===== config.mk =====
export PLATFORM = sky130hd
export DESIGN_NAME = pps_phase_ctrl_flat
export DESIGN_NICKNAME = d
export VERILOG_FILES = /design/src/rtl/pps_phase_ctrl_if.sv /design/src/rtl/pps_phase_ctrl.sv /design/src/flat_wrapper.sv
export SDC_FILE = /design/constraint.sdc
export NUM_CORES = 1
export LEC_CHECK = 0
export CORE_ASPECT_RATIO = 0.6
export CORE_MARGIN = 1
export CORE_UTILIZATION = 52
export DETAILED_ROUTE_END_ITERATION = 12
export PLACE_DENSITY = 0.77
export REMOVE_ABC_BUFFERS = 1
export SLEW_MARGIN = 20
export SYNTH_ARGS = -nofsm -noshare
export SYNTH_HDL_FRONTEND = slang
export SYNTH_SLANG_ARGS = --single-unit

===== constraint.sdc =====
create_clock -name CLK_Sys -period 4.6 [get_ports CLK_Sys]
set_input_delay 1.38 -clock CLK_Sys [delete_from_list [all_inputs] [get_ports CLK_Sys]]
set_output_delay 1.38 -clock CLK_Sys [all_outputs]
set_load 0.01 [all_outputs]

===== src/rtl/pps_phase_ctrl_if.sv =====
`timescale 1ns/1ps
`default_nettype none
// ============================================================================
//  Module   : pps_phase_ctrl_if
//  Purpose  : Signal bundle between the GPS / local 1PPS sources, the phase
//             controller and the divider's compensation inputs.
//  Ports    : _1PPS_GPS, _1PPS_Local           -> controller inputs
//             Phase_Compensate_Type/_Compensate -> divider correction
//             Comp_Active, Phase_Err, Err_Valid,
//             Locked, GPS_Lost                  -> status
//  Revision : 1.0  initial release
// ============================================================================
interface pps_phase_ctrl_if;
  logic        _1PPS_GPS;
  logic        _1PPS_Local;
  logic        Phase_Compensate_Type;  // 0 = lengthen, 1 = shorten
  logic [23:0] Phase_Compensate;       // unsigned correction in cycles
  logic        Comp_Active;
  logic [24:0] Phase_Err;              // two's complement, + = local lags GPS
  logic        Err_Valid;
  logic        Locked;
  logic        GPS_Lost;

  // master: the phase controller
  modport master (
    input  _1PPS_GPS, _1PPS_Local,
    output Phase_Compensate_Type, Phase_Compensate, Comp_Active,
           Phase_Err, Err_Valid, Locked, GPS_Lost
  );

  // slave: pulse sources and correction / status consumers
  modport slave (
    output _1PPS_GPS, _1PPS_Local,
    input  Phase_Compensate_Type, Phase_Compensate, Comp_Active,
           Phase_Err, Err_Valid, Locked, GPS_Lost
  );
endinterface
`default_nettype wire


===== src/rtl/pps_phase_ctrl.sv =====
`timescale 1ns/1ps
`default_nettype none
// ============================================================================
//  Module   : pps_phase_ctrl
//  Purpose  : Closed-loop phase controller for the 1PPS divider. Measures the
//             GPS-to-local 1PPS offset in CLK_Sys cycles, issues a bounded
//             period correction for one local period per second and reports
//             lock / GPS-loss status.
//  Ports    : CLK_Sys  - system clock (sole clock)
//             CLK_Rst  - asynchronous active-high reset
//             bus      - pps_phase_ctrl_if.master (1PPS inputs, correction
//                        outputs, status)
//  Revision : 1.0  initial release
// ============================================================================
module pps_phase_ctrl #(
  parameter int P        = 10_000_000,
  parameter int MAX_STEP = 1000,
  parameter int DEADBAND = 1,
  parameter int LOCK_CNT = 4
) (
  input  logic                   CLK_Sys,
  input  logic                   CLK_Rst,
  pps_phase_ctrl_if.master       bus
);

  localparam logic [24:0] c_P        = 25'(P);
  localparam logic [24:0] c_HALF     = 25'(P / 2);
  localparam logic [24:0] c_PC_MAX   = 25'(2 * P - 1);
  localparam logic [24:0] c_MAX_STEP = 25'(MAX_STEP);
  localparam logic [24:0] c_DEADBAND = 25'(DEADBAND);
  localparam int          c_LCW      = $clog2(LOCK_CNT + 1);
  localparam logic [c_LCW-1:0] c_LOCK_CNT = c_LCW'(LOCK_CNT);

  typedef enum logic [1:0] {
    S_IDLE  = 2'd0,
    S_TRACK = 2'd1,
    S_APPLY = 2'd2
  } state_t;

  state_t            state_q, state_d;
  logic [2:0]        gps_sync_q, loc_sync_q;
  logic              g_edge_q, l_edge_q;
  logic [24:0]       pc_q, pc_d;
  logic [24:0]       err_q, err_d;
  logic              valid_q, valid_d;
  logic [23:0]       mag_q, mag_d;
  logic              type_q, type_d;
  logic              active_q, active_d;
  logic [c_LCW-1:0]  lcnt_q, lcnt_d;
  logic              lost_q, lost_d;

  logic [24:0]       w_v;
  logic              w_lags;
  logic [24:0]       w_err;
  logic [24:0]       w_abs;
  logic              w_in_db;
  logic [23:0]       w_mag;
  logic              w_pc_sat;

  // Both inputs share the same 2-FF + edge-register path so their edge
  // pulses carry identical latency and the measured offset has no bias.
  always_ff @(posedge CLK_Sys or posedge CLK_Rst) begin
    if (CLK_Rst) begin
      gps_sync_q <= '0;
      loc_sync_q <= '0;
      g_edge_q   <= 1'b0;
      l_edge_q   <= 1'b0;
    end else begin
      gps_sync_q <= {gps_sync_q[1:0], bus._1PPS_GPS};
      loc_sync_q <= {loc_sync_q[1:0], bus._1PPS_Local};
      g_edge_q   <= gps_sync_q[1] & ~gps_sync_q[2];
      l_edge_q   <= loc_sync_q[1] & ~loc_sync_q[2];
    end
  end

  // pc_q holds the phase of the current cycle relative to the last GPS
  // edge; the g_edge cycle itself is phase 0, so the following cycle is 1.
  assign w_pc_sat = (pc_q == c_PC_MAX);
  assign pc_d     = g_edge_q ? 25'd1 : (w_pc_sat ? pc_q : pc_q + 25'd1);

  // Measurement datapath
  assign w_v     = g_edge_q ? '0 : pc_q;
  assign w_lags  = (w_v < c_HALF);
  assign w_err   = w_lags ? w_v : (w_v - c_P);
  assign w_abs   = w_err[24] ? (~w_err + 25'd1) : w_err;
  assign w_in_db = (w_abs <= c_DEADBAND);
  assign w_mag   = w_in_db ? '0 :
                   (w_abs > c_MAX_STEP) ? c_MAX_STEP[23:0] : w_abs[23:0];

  always_ff @(posedge CLK_Sys or posedge CLK_Rst) begin
    if (CLK_Rst) begin
      state_q  <= S_IDLE;
      pc_q     <= '0;
      err_q    <= '0;
      valid_q  <= 1'b0;
      mag_q    <= '0;
      type_q   <= 1'b0;
      active_q <= 1'b0;
      lcnt_q   <= '0;
      lost_q   <= 1'b0;
    end else begin
      state_q  <= state_d;
      pc_q     <= pc_d;
      err_q    <= err_d;
      valid_q  <= valid_d;
      mag_q    <= mag_d;
      type_q   <= type_d;
      active_q <= active_d;
      lcnt_q   <= lcnt_d;
      lost_q   <= lost_d;
    end
  end

  always_comb begin
    state_d  = state_q;
    err_d    = err_q;
    valid_d  = 1'b0;
    mag_d    = mag_q;
    type_d   = type_q;
    active_d = active_q;
    lcnt_d   = lcnt_q;
    lost_d   = lost_q;

    if (g_edge_q) lost_d = 1'b0;

    case (state_q)
      S_IDLE: begin
        if (g_edge_q) state_d = S_TRACK;
      end
      S_TRACK, S_APPLY: begin
        // Saturation without a fresh GPS edge means the reference is gone;
        // this wins over a coincident local edge.
        if (w_pc_sat && !g_edge_q) begin
          state_d  = S_IDLE;
          lost_d   = 1'b1;
          lcnt_d   = '0;
          mag_d    = '0;
          active_d = 1'b0;
        end else if (l_edge_q) begin
          // Each local edge both ends the running correction and loads
          // the next one, giving exactly one adjusted period.
          err_d    = w_err;
          valid_d  = 1'b1;
          mag_d    = w_mag;
          type_d   = w_lags;
          active_d = (w_mag != '0);
          if (!w_in_db)
            lcnt_d = '0;
          else if (lcnt_q != c_LOCK_CNT)
            lcnt_d = lcnt_q + c_LCW'(1);
          state_d  = (w_mag != '0) ? S_APPLY : S_TRACK;
        end
      end
      default: state_d = S_IDLE;
    endcase
  end

  assign bus.Phase_Err             = err_q;
  assign bus.Err_Valid             = valid_q;
  assign bus.Phase_Compensate      = mag_q;
  assign bus.Phase_Compensate_Type = type_q;
  assign bus.Comp_Active           = active_q;
  assign bus.Locked                = (lcnt_q == c_LOCK_CNT);
  assign bus.GPS_Lost              = lost_q;

endmodule
`default_nettype wire


===== src/flat_wrapper.sv =====
// flat-port wrapper written by rule: the top's interface ports become plain ports
module pps_phase_ctrl_flat 
#(
  parameter int P        = 10_000_000,
  parameter int MAX_STEP = 1000,
  parameter int DEADBAND = 1,
  parameter int LOCK_CNT = 4
)
  (CLK_Sys, CLK_Rst, bus__1PPS_GPS, bus__1PPS_Local, bus_Phase_Compensate_Type, bus_Phase_Compensate, bus_Comp_Active, bus_Phase_Err, bus_Err_Valid, bus_Locked, bus_GPS_Lost);
  pps_phase_ctrl_if bus_i ();
  input  logic CLK_Sys;
  input  logic CLK_Rst;
  input wire logic [$bits(bus_i._1PPS_GPS)-1:0] bus__1PPS_GPS;
  input wire logic [$bits(bus_i._1PPS_Local)-1:0] bus__1PPS_Local;
  output wire logic [$bits(bus_i.Phase_Compensate_Type)-1:0] bus_Phase_Compensate_Type;
  output wire logic [$bits(bus_i.Phase_Compensate)-1:0] bus_Phase_Compensate;
  output wire logic [$bits(bus_i.Comp_Active)-1:0] bus_Comp_Active;
  output wire logic [$bits(bus_i.Phase_Err)-1:0] bus_Phase_Err;
  output wire logic [$bits(bus_i.Err_Valid)-1:0] bus_Err_Valid;
  output wire logic [$bits(bus_i.Locked)-1:0] bus_Locked;
  output wire logic [$bits(bus_i.GPS_Lost)-1:0] bus_GPS_Lost;
  assign bus_i._1PPS_GPS = bus__1PPS_GPS;
  assign bus_i._1PPS_Local = bus__1PPS_Local;
  assign bus_Phase_Compensate_Type = bus_i.Phase_Compensate_Type;
  assign bus_Phase_Compensate = bus_i.Phase_Compensate;
  assign bus_Comp_Active = bus_i.Comp_Active;
  assign bus_Phase_Err = bus_i.Phase_Err;
  assign bus_Err_Valid = bus_i.Err_Valid;
  assign bus_Locked = bus_i.Locked;
  assign bus_GPS_Lost = bus_i.GPS_Lost;
  pps_phase_ctrl #(.P(P), .MAX_STEP(MAX_STEP), .DEADBAND(DEADBAND), .LOCK_CNT(LOCK_CNT)) u_core (.CLK_Sys(CLK_Sys), .CLK_Rst(CLK_Rst), .bus(bus_i));
endmodule

Word-level counts from Yosys, hierarchy flattened

Index checks and enable logic that the tools add are counted.

Equality and inequality tests: 9
Bitwise gates (word level): 6
Reductions and logical operators: 10
Muxes and demuxes: 26
Magnitude comparators: 3
$add $sub $neg: 4

Operators by type and width:

| operator                                                         | count |
|---|---|
| two-way mux 25 bit                                               | 5 |
| two-way mux 24 bit                                               | 4 |
| adder 25 x 1 -> 25 bit (second input constant)                   | 2 |
| == test 25 bit (second input constant)                           | 1 |
| greater-than comparator 25 x 10 -> 1 bit (second input constant) | 1 |
| <= comparator 25 x 1 -> 1 bit (second input constant)            | 1 |
| < comparator 25 x 23 -> 1 bit (second input constant)            | 1 |
| NOT 25 bit                                                       | 1 |
| subtractor 25 x 24 -> 25 bit (second input constant)             | 1 |
| nonzero test 24 bit                                              | 1 |
| two-way mux 3 bit                                                | 4 |
| two-way mux 1 bit                                                | 8 |
| two-way mux 2 bit                                                | 4 |
| != test 3 bit (second input constant)                            | 2 |
| AND reduction 3 bit                                              | 2 |
| != test 2 x 1 -> 1 bit (second input constant)                   | 2 |
| one-hot mux 2 bit (2 select lines)                               | 1 |
| AND reduction 2 bit                                              | 2 |
| adder 3 x 1 -> 3 bit (second input constant)                     | 1 |
| == test 3 bit (second input constant)                            | 1 |
| != test 3 x 1 -> 1 bit (second input constant)                   | 1 |
| NOT 1 bit                                                        | 3 |
| AND 1 bit                                                        | 2 |
| == test 2 x 1 -> 1 bit (second input constant)                   | 1 |
| other kinds (6)                                                  | 6 |

Flip-flop bits (word level): 91
Logic and storage cells: 71
Output and inout port bits: 54

Logic depth before layout (Yosys ltp)

Depth after elaboration: 14
Mapped depth: 19
Gate-level depth less buffers: 13

Least setup slack after synthesis

No wires, ideal clock.

Path type: register to register
Start point: register u_core.g_edge_q
End point: register u_core.mag_q[3] (netlist: u_core.bus.Phase_Compensate[3])
Path slack: 0.057 ns
Data required time: 4.458 ns
Cell stages (with the launch flop): 17
Data arrival time: 4.401 ns
Period minus slack after synthesis: 4.543 ns
Library setup time: 0.142 ns
Cell sequence: dfrtp_1 > buf_2 > clkbuf_1 > clkbuf_1 > clkbuf_1 > nor2b_1 > ha_1 > o2111ai_1 > a311o_2 > o21a_1 > or4_4 > or4_4 > a211oi_2 > o211ai_1 > or3b_4 > o31ai_4 > o311ai_1

Cells in the longest elaborated chain, start to end: 11
Elaborated cells between the ends (all ways): 17
Classes of those cells: add/sub (2); order compare (3); mux (7); bitwise (1); reduce/logical (4)

RTL lines:

| element                                                                       | RTL line                                   | source |
|---|---|---|
| start: declaration                                                            | pps_phase_ctrl.sv:42                       | `logic g_edge_q, l_edge_q;` |
| start signal: assignment                                                      | pps_phase_ctrl.sv:71                       | `g_edge_q <= gps_sync_q[1] & ~gps_sync_q[2];` |
| two-way mux 25 bit                                                            | pps_phase_ctrl.sv:82                       | `assign w_v = g_edge_q ? '0 : pc_q;` |
| subtractor 25 x 24 -> 25 bit or < comparator 25 x 23 -> 1 bit (tied branches) | pps_phase_ctrl.sv:84, pps_phase_ctrl.sv:83 |  |
| two-way mux 25 bit                                                            | pps_phase_ctrl.sv:84                       | `assign w_err = w_lags ? w_v : (w_v - c_P);` |
| NOT 25 bit                                                                    | pps_phase_ctrl.sv:85                       | `assign w_abs = w_err[24] ? (~w_err + 25'd1) : w_err;` |
| adder 25 x 1 -> 25 bit                                                        | pps_phase_ctrl.sv:85                       |  |
| two-way mux 25 bit                                                            | pps_phase_ctrl.sv:85                       |  |
| greater-than comparator 25 x 10 -> 1 bit                                      | pps_phase_ctrl.sv:88                       | `(w_abs > c_MAX_STEP) ? c_MAX_STEP[23:0] : w_abs[23:0];` |
| two-way mux 24 bit                                                            | pps_phase_ctrl.sv:88                       |  |
| two-way mux 24 bit                                                            | pps_phase_ctrl.sv:87                       | `assign w_mag = w_in_db ? '0 :` |
| two-way mux 24 bit                                                            | pps_phase_ctrl.sv:139                      | `end else if (l_edge_q) begin` |
| two-way mux 24 bit                                                            | pps_phase_ctrl.sv:133                      | `if (w_pc_sat && !g_edge_q) begin` |
| end signal: assignment                                                        | pps_phase_ctrl.sv:106                      | `mag_q <= mag_d;` |
| end: declaration                                                              | pps_phase_ctrl.sv:46                       | `logic [23:0] mag_q, mag_d;` |

Parallel ways exist; a longest one is shown, timed or not. The select of a mux whose other input is x is not followed.
A chain may end at the register's enable or synchronous reset.

Worst setup path after layout

Start point: register u_core.pc_q[10]
End point: register u_core.mag_q[1] (netlist: u_core.bus.Phase_Compensate[1])

Cells in the longest elaborated chain, start to end: 11
Elaborated cells between the ends (all ways): 17
Classes of those cells: add/sub (2); order compare (3); eq/ne (1); mux (7); bitwise (1); reduce/logical (3)

RTL lines:

| element                                                                       | RTL line                                   | source |
|---|---|---|
| start: declaration                                                            | pps_phase_ctrl.sv:43                       | `logic [24:0] pc_q, pc_d;` |
| start signal: assignment                                                      | pps_phase_ctrl.sv:103                      | `pc_q <= pc_d;` |
| two-way mux 25 bit                                                            | pps_phase_ctrl.sv:82                       |  |
| subtractor 25 x 24 -> 25 bit or < comparator 25 x 23 -> 1 bit (tied branches) | pps_phase_ctrl.sv:84, pps_phase_ctrl.sv:83 |  |
| two-way mux 25 bit                                                            | pps_phase_ctrl.sv:84                       |  |
| NOT 25 bit                                                                    | pps_phase_ctrl.sv:85                       |  |
| adder 25 x 1 -> 25 bit                                                        | pps_phase_ctrl.sv:85                       |  |
| two-way mux 25 bit                                                            | pps_phase_ctrl.sv:85                       |  |
| greater-than comparator 25 x 10 -> 1 bit                                      | pps_phase_ctrl.sv:88                       |  |
| two-way mux 24 bit                                                            | pps_phase_ctrl.sv:88                       |  |
| two-way mux 24 bit                                                            | pps_phase_ctrl.sv:87                       |  |
| two-way mux 24 bit                                                            | pps_phase_ctrl.sv:139                      |  |
| two-way mux 24 bit                                                            | pps_phase_ctrl.sv:133                      |  |

Parallel ways exist; a longest one is shown, timed or not. The select of a mux whose other input is x is not followed.

==> metrics <==
routed via count=5,124; relative area change from synthesis to final layout=18.1%; Avg Inst Size Synth=8.66 µm²; Vert. Die Dim=about 82 µm; required time of the critical path=4.88 ns; Vias/cell=6.20; number of buffers created by CTS=9; DRC errors left=0; maximum number of pins on one net before global-route repair=between 90 and 100; Setup crit start kind=flip-flop; number of nets in the finished design=698; Post-Route Skew=a little under 0.009 ns; ratio of total power to cell area=approximately 360 mW/mm²; crit path capture type=flip-flop; total leakage power=about 2.8 nW; number of standard-cell rows in the floorplan=28; drt pass-1 iters=6; Final setup violation count=0; Fmax=~230 MHz; standard cell core area=0.0101 mm²; via count of the first global-routing pass=approximately 4,700; async set or reset register ratio after synthesis=100%; utilization after layout=65.1%; critical path fanouts, max=13; fillers=842; setup TNS=0 ns; arrival time at the worst endpoint=4.66 ns; initial antenna violation count=0; final antenna diode count=0; area fraction of the dominant cell type after synthesis=40.8%; max-slew violation count=0; x dimension of the die=136 µm; outcome=complete, no violations; count of input and output buffers=57; CTS root buffer=sky130_fd_sc_hd__clkbuf_16; number of enable flip-flop cells after synthesis=0; maximum resistive drop on vdd=0.273 mV; post-synthesis instance area=0.00558 mm²; fin crit period=~4.4 ns; wire length of the first global-routing pass=approximately 25,000 µm; share of layout cells above drive strength 1=~9.8%; RD Place Congestion=0.979; flip-flop and latch count after synthesis=91; Worst Setup Slack, final=approximately 0.21 ns; H-tree Lvls=3; clock input transition at the sequential cells of the worst setup and hold paths=roughly 0.07 ns; TritonCTS clock tree=done; Congestion Overflow GR=0; clock sink count=91; most frequent cells after synthesis=sky130_fd_sc_hd__dfrtp_1 (91), sky130_fd_sc_hd__nand2_1 (81), sky130_fd_sc_hd__nor2_1 (60); type of the most critical hold path=flip-flop to flip-flop; post-route ant nets=0; top cells by area in the synthesized netlist=sky130_fd_sc_hd__dfrtp_1 (41%), sky130_fd_sc_hd__nand2_1 (5.5%), sky130_fd_sc_hd__o21ai_0 (4.3%); most common cell in the netlist=sky130_fd_sc_hd__dfrtp_1; crit path kind=flip-flop to flip-flop; die area=0.0112 mm²; number of instances in the synthesized netlist=644; relative slew slack=53.0%; yosys synthesis warning count=0; register area share after synthesis=between 40 and 50%; global-route total usage across every layer=about 29%; setup repair after global routing missed its margin=false; wire length per cell after detailed routing=between 15 and 20 µm; most used flip-flop cell after synthesis=sky130_fd_sc_hd__dfrtp_1; internal reg-to-reg setup slack=approximately 0.21 ns; Clock Path Buffers=2; count of routing violations after the opening detailed-route iteration=642; final std cells w/o fill=826; number of unique standard cell types used by synthesis=77; measured slew at the worst slew-check pin=just over 0.7 ns; Placed Cells=approximately 800; hpwl dp=11,100 µm; cell type contributing the most total cell area after synthesis=sky130_fd_sc_hd__dfrtp_1; Skew-Pair Late Insertion Delay=about 0.34 ns; fin crit share=95.3%; number of endpoints with negative hold slack in the final report=0; setup slack at placement=0.286 ns; max-cap violations=0; initial core utilization=55.1%; Routed Wire Length=15,000 µm; I/O pin count=58
flip-flops by register name (all words and copies together), names as in the netlist:
register,flops
u_core.bus.Phase_Compensate,24
u_core.bus.Phase_Err,25
u_core.bus.Phase_Compensate_Type,1
u_core.lcnt_q,3
u_core.g_edge_q,1
u_core.bus.Err_Valid,1
u_core.bus.GPS_Lost,1
u_core.bus.Comp_Active,1
u_core.state_q,2
u_core.l_edge_q,1
u_core.gps_sync_q,3
u_core.pc_q,25
u_core.loc_sync_q,3
final cells by class:
cell class                 count  area, µm²  share of cell area [%]
sequential                    91       2280                    34.6
tap                          135        169                    2.56
multi-input combinational    491       3050                    46.3
clock inverter                 6       47.5                   0.722
clock buffer                   9        225                    3.42
timing repair buffer          81        763                    11.6
inverter                      13       53.8                   0.817
worst paths after layout:
kind | cells past startpoint | to | startpoint
worst max-delay path | 11 | u_core.bus.Phase_Compensate[1]$_DFFE_PP0P_ | u_core.pc_q[10]$_DFFE_PP0N_
max in group asynchronous | 3 | u_core.pc_q[8]$_DFFE_PP0N_ | CLK_Rst
worst max register to register | 11 | u_core.bus.Phase_Compensate[1]$_DFFE_PP0P_ | u_core.pc_q[10]$_DFFE_PP0N_
worst min-delay path | 0 | u_core.loc_sync_q[1]$_DFF_PP0_ | u_core.loc_sync_q[0]$_DFF_PP0_
min in group asynchronous | 3 | u_core.bus.Phase_Compensate[21]$_DFFE_PP0P_ | CLK_Rst
worst min register to register | 0 | u_core.loc_sync_q[1]$_DFF_PP0_ | u_core.loc_sync_q[0]$_DFF_PP0_
critical path: stages, from the launching register on:
cell	delay (ns)
sky130_fd_sc_hd__dfrtp_1	0.61
sky130_fd_sc_hd__nand2_1	0.18
sky130_fd_sc_hd__a211o_1	0.35
sky130_fd_sc_hd__a311o_2	0.44
sky130_fd_sc_hd__o21a_1	0.23
sky130_fd_sc_hd__or4_4	0.56
sky130_fd_sc_hd__or4_4	0.53
sky130_fd_sc_hd__a211oi_2	0.18
sky130_fd_sc_hd__o211ai_1	0.19
sky130_fd_sc_hd__or3b_4	0.44
sky130_fd_sc_hd__nor3_2	0.38
sky130_fd_sc_hd__a32o_1	0.23
cells in the final DEF, fill, tap and decap left out, types with 5 or more instances in the layout:
master / n
sky130_fd_sc_hd__nor3_1: 19
sky130_fd_sc_hd__nand4_1: 8
sky130_fd_sc_hd__nor2_1: 60
sky130_fd_sc_hd__xor2_1: 15
sky130_fd_sc_hd__a211oi_1: 6
sky130_fd_sc_hd__mux2_2: 6
sky130_fd_sc_hd__and2_1: 19
sky130_fd_sc_hd__a31oi_1: 5
sky130_fd_sc_hd__buf_4: 23
sky130_fd_sc_hd__nand4b_1: 5
sky130_fd_sc_hd__ha_1: 7
sky130_fd_sc_hd__clkbuf_16: 9
sky130_fd_sc_hd__or3_1: 7
sky130_fd_sc_hd__mux2i_1: 5
sky130_fd_sc_hd__nor2b_1: 10
sky130_fd_sc_hd__xnor2_1: 19
sky130_fd_sc_hd__nand3_1: 17
sky130_fd_sc_hd__nand2b_1: 8
sky130_fd_sc_hd__clkdlybuf4s50_1: 57
sky130_fd_sc_hd__o211ai_1: 9
sky130_fd_sc_hd__nand2_1: 81
sky130_fd_sc_hd__dfrtp_1: 90
sky130_fd_sc_hd__a21oi_1: 21
sky130_fd_sc_hd__and3_1: 11
sky130_fd_sc_hd__nor4_1: 9
sky130_fd_sc_hd__o21ai_0: 47
sky130_fd_sc_hd__inv_1: 10
sky130_fd_sc_hd__o21a_1: 6
layer usage:
metal	part of all wire [%]	vias to the layer above	GRT usage, %
met2	39	277	38.7
li1	-	2404	-
met1	49	2422	45.3
met4	0.86	0	5.73
met5	0	-	0
met3	11	21	7.08
logic make-up after synthesis:
kind of cell | count (synthesis) | share of synthesized area (%)
adders and majority gates | 7 | 1.57
buffers and inverters | 62 | 4.69
DFF | 91 | 40.8
xor gates and xnor gates | 34 | 5.34
AOI/OAI and AO/OA | 159 | 19.7
muxes | 11 | 2.11
and+or+nand+nor | 280 | 25.8
power breakdown:
part	internal, mW	switching (mW)	total, mW
sequential	0.888	0.0832	0.971
combinational	0.290	0.382	0.672
clock	0.370	0.327	0.697
stage by stage:
step / total power, mW / hold slack [ns] / instance area [µm²]
2_1_floorplan: 1.37 / 0.331 / 5360
3_3_place_gp: 1.61 / 0.334 / 6300
3_5_place_dp: 1.63 / 0.336 / 6300
4_1_cts: 2.33 / 0.351 / 6570
5_1_grt: 2.47 / 0.355 / 6590
6_report: 2.34 / 0.350 / 6590
timing repair:
action / 4_1_cts / 5_1_grt
resized for setup: 0 / 3
setup endpoints to repair: 0 / 14
setup buffers: 0 / 1
hold buffers: 0 / 0
(Power assumes the default switching activity.)
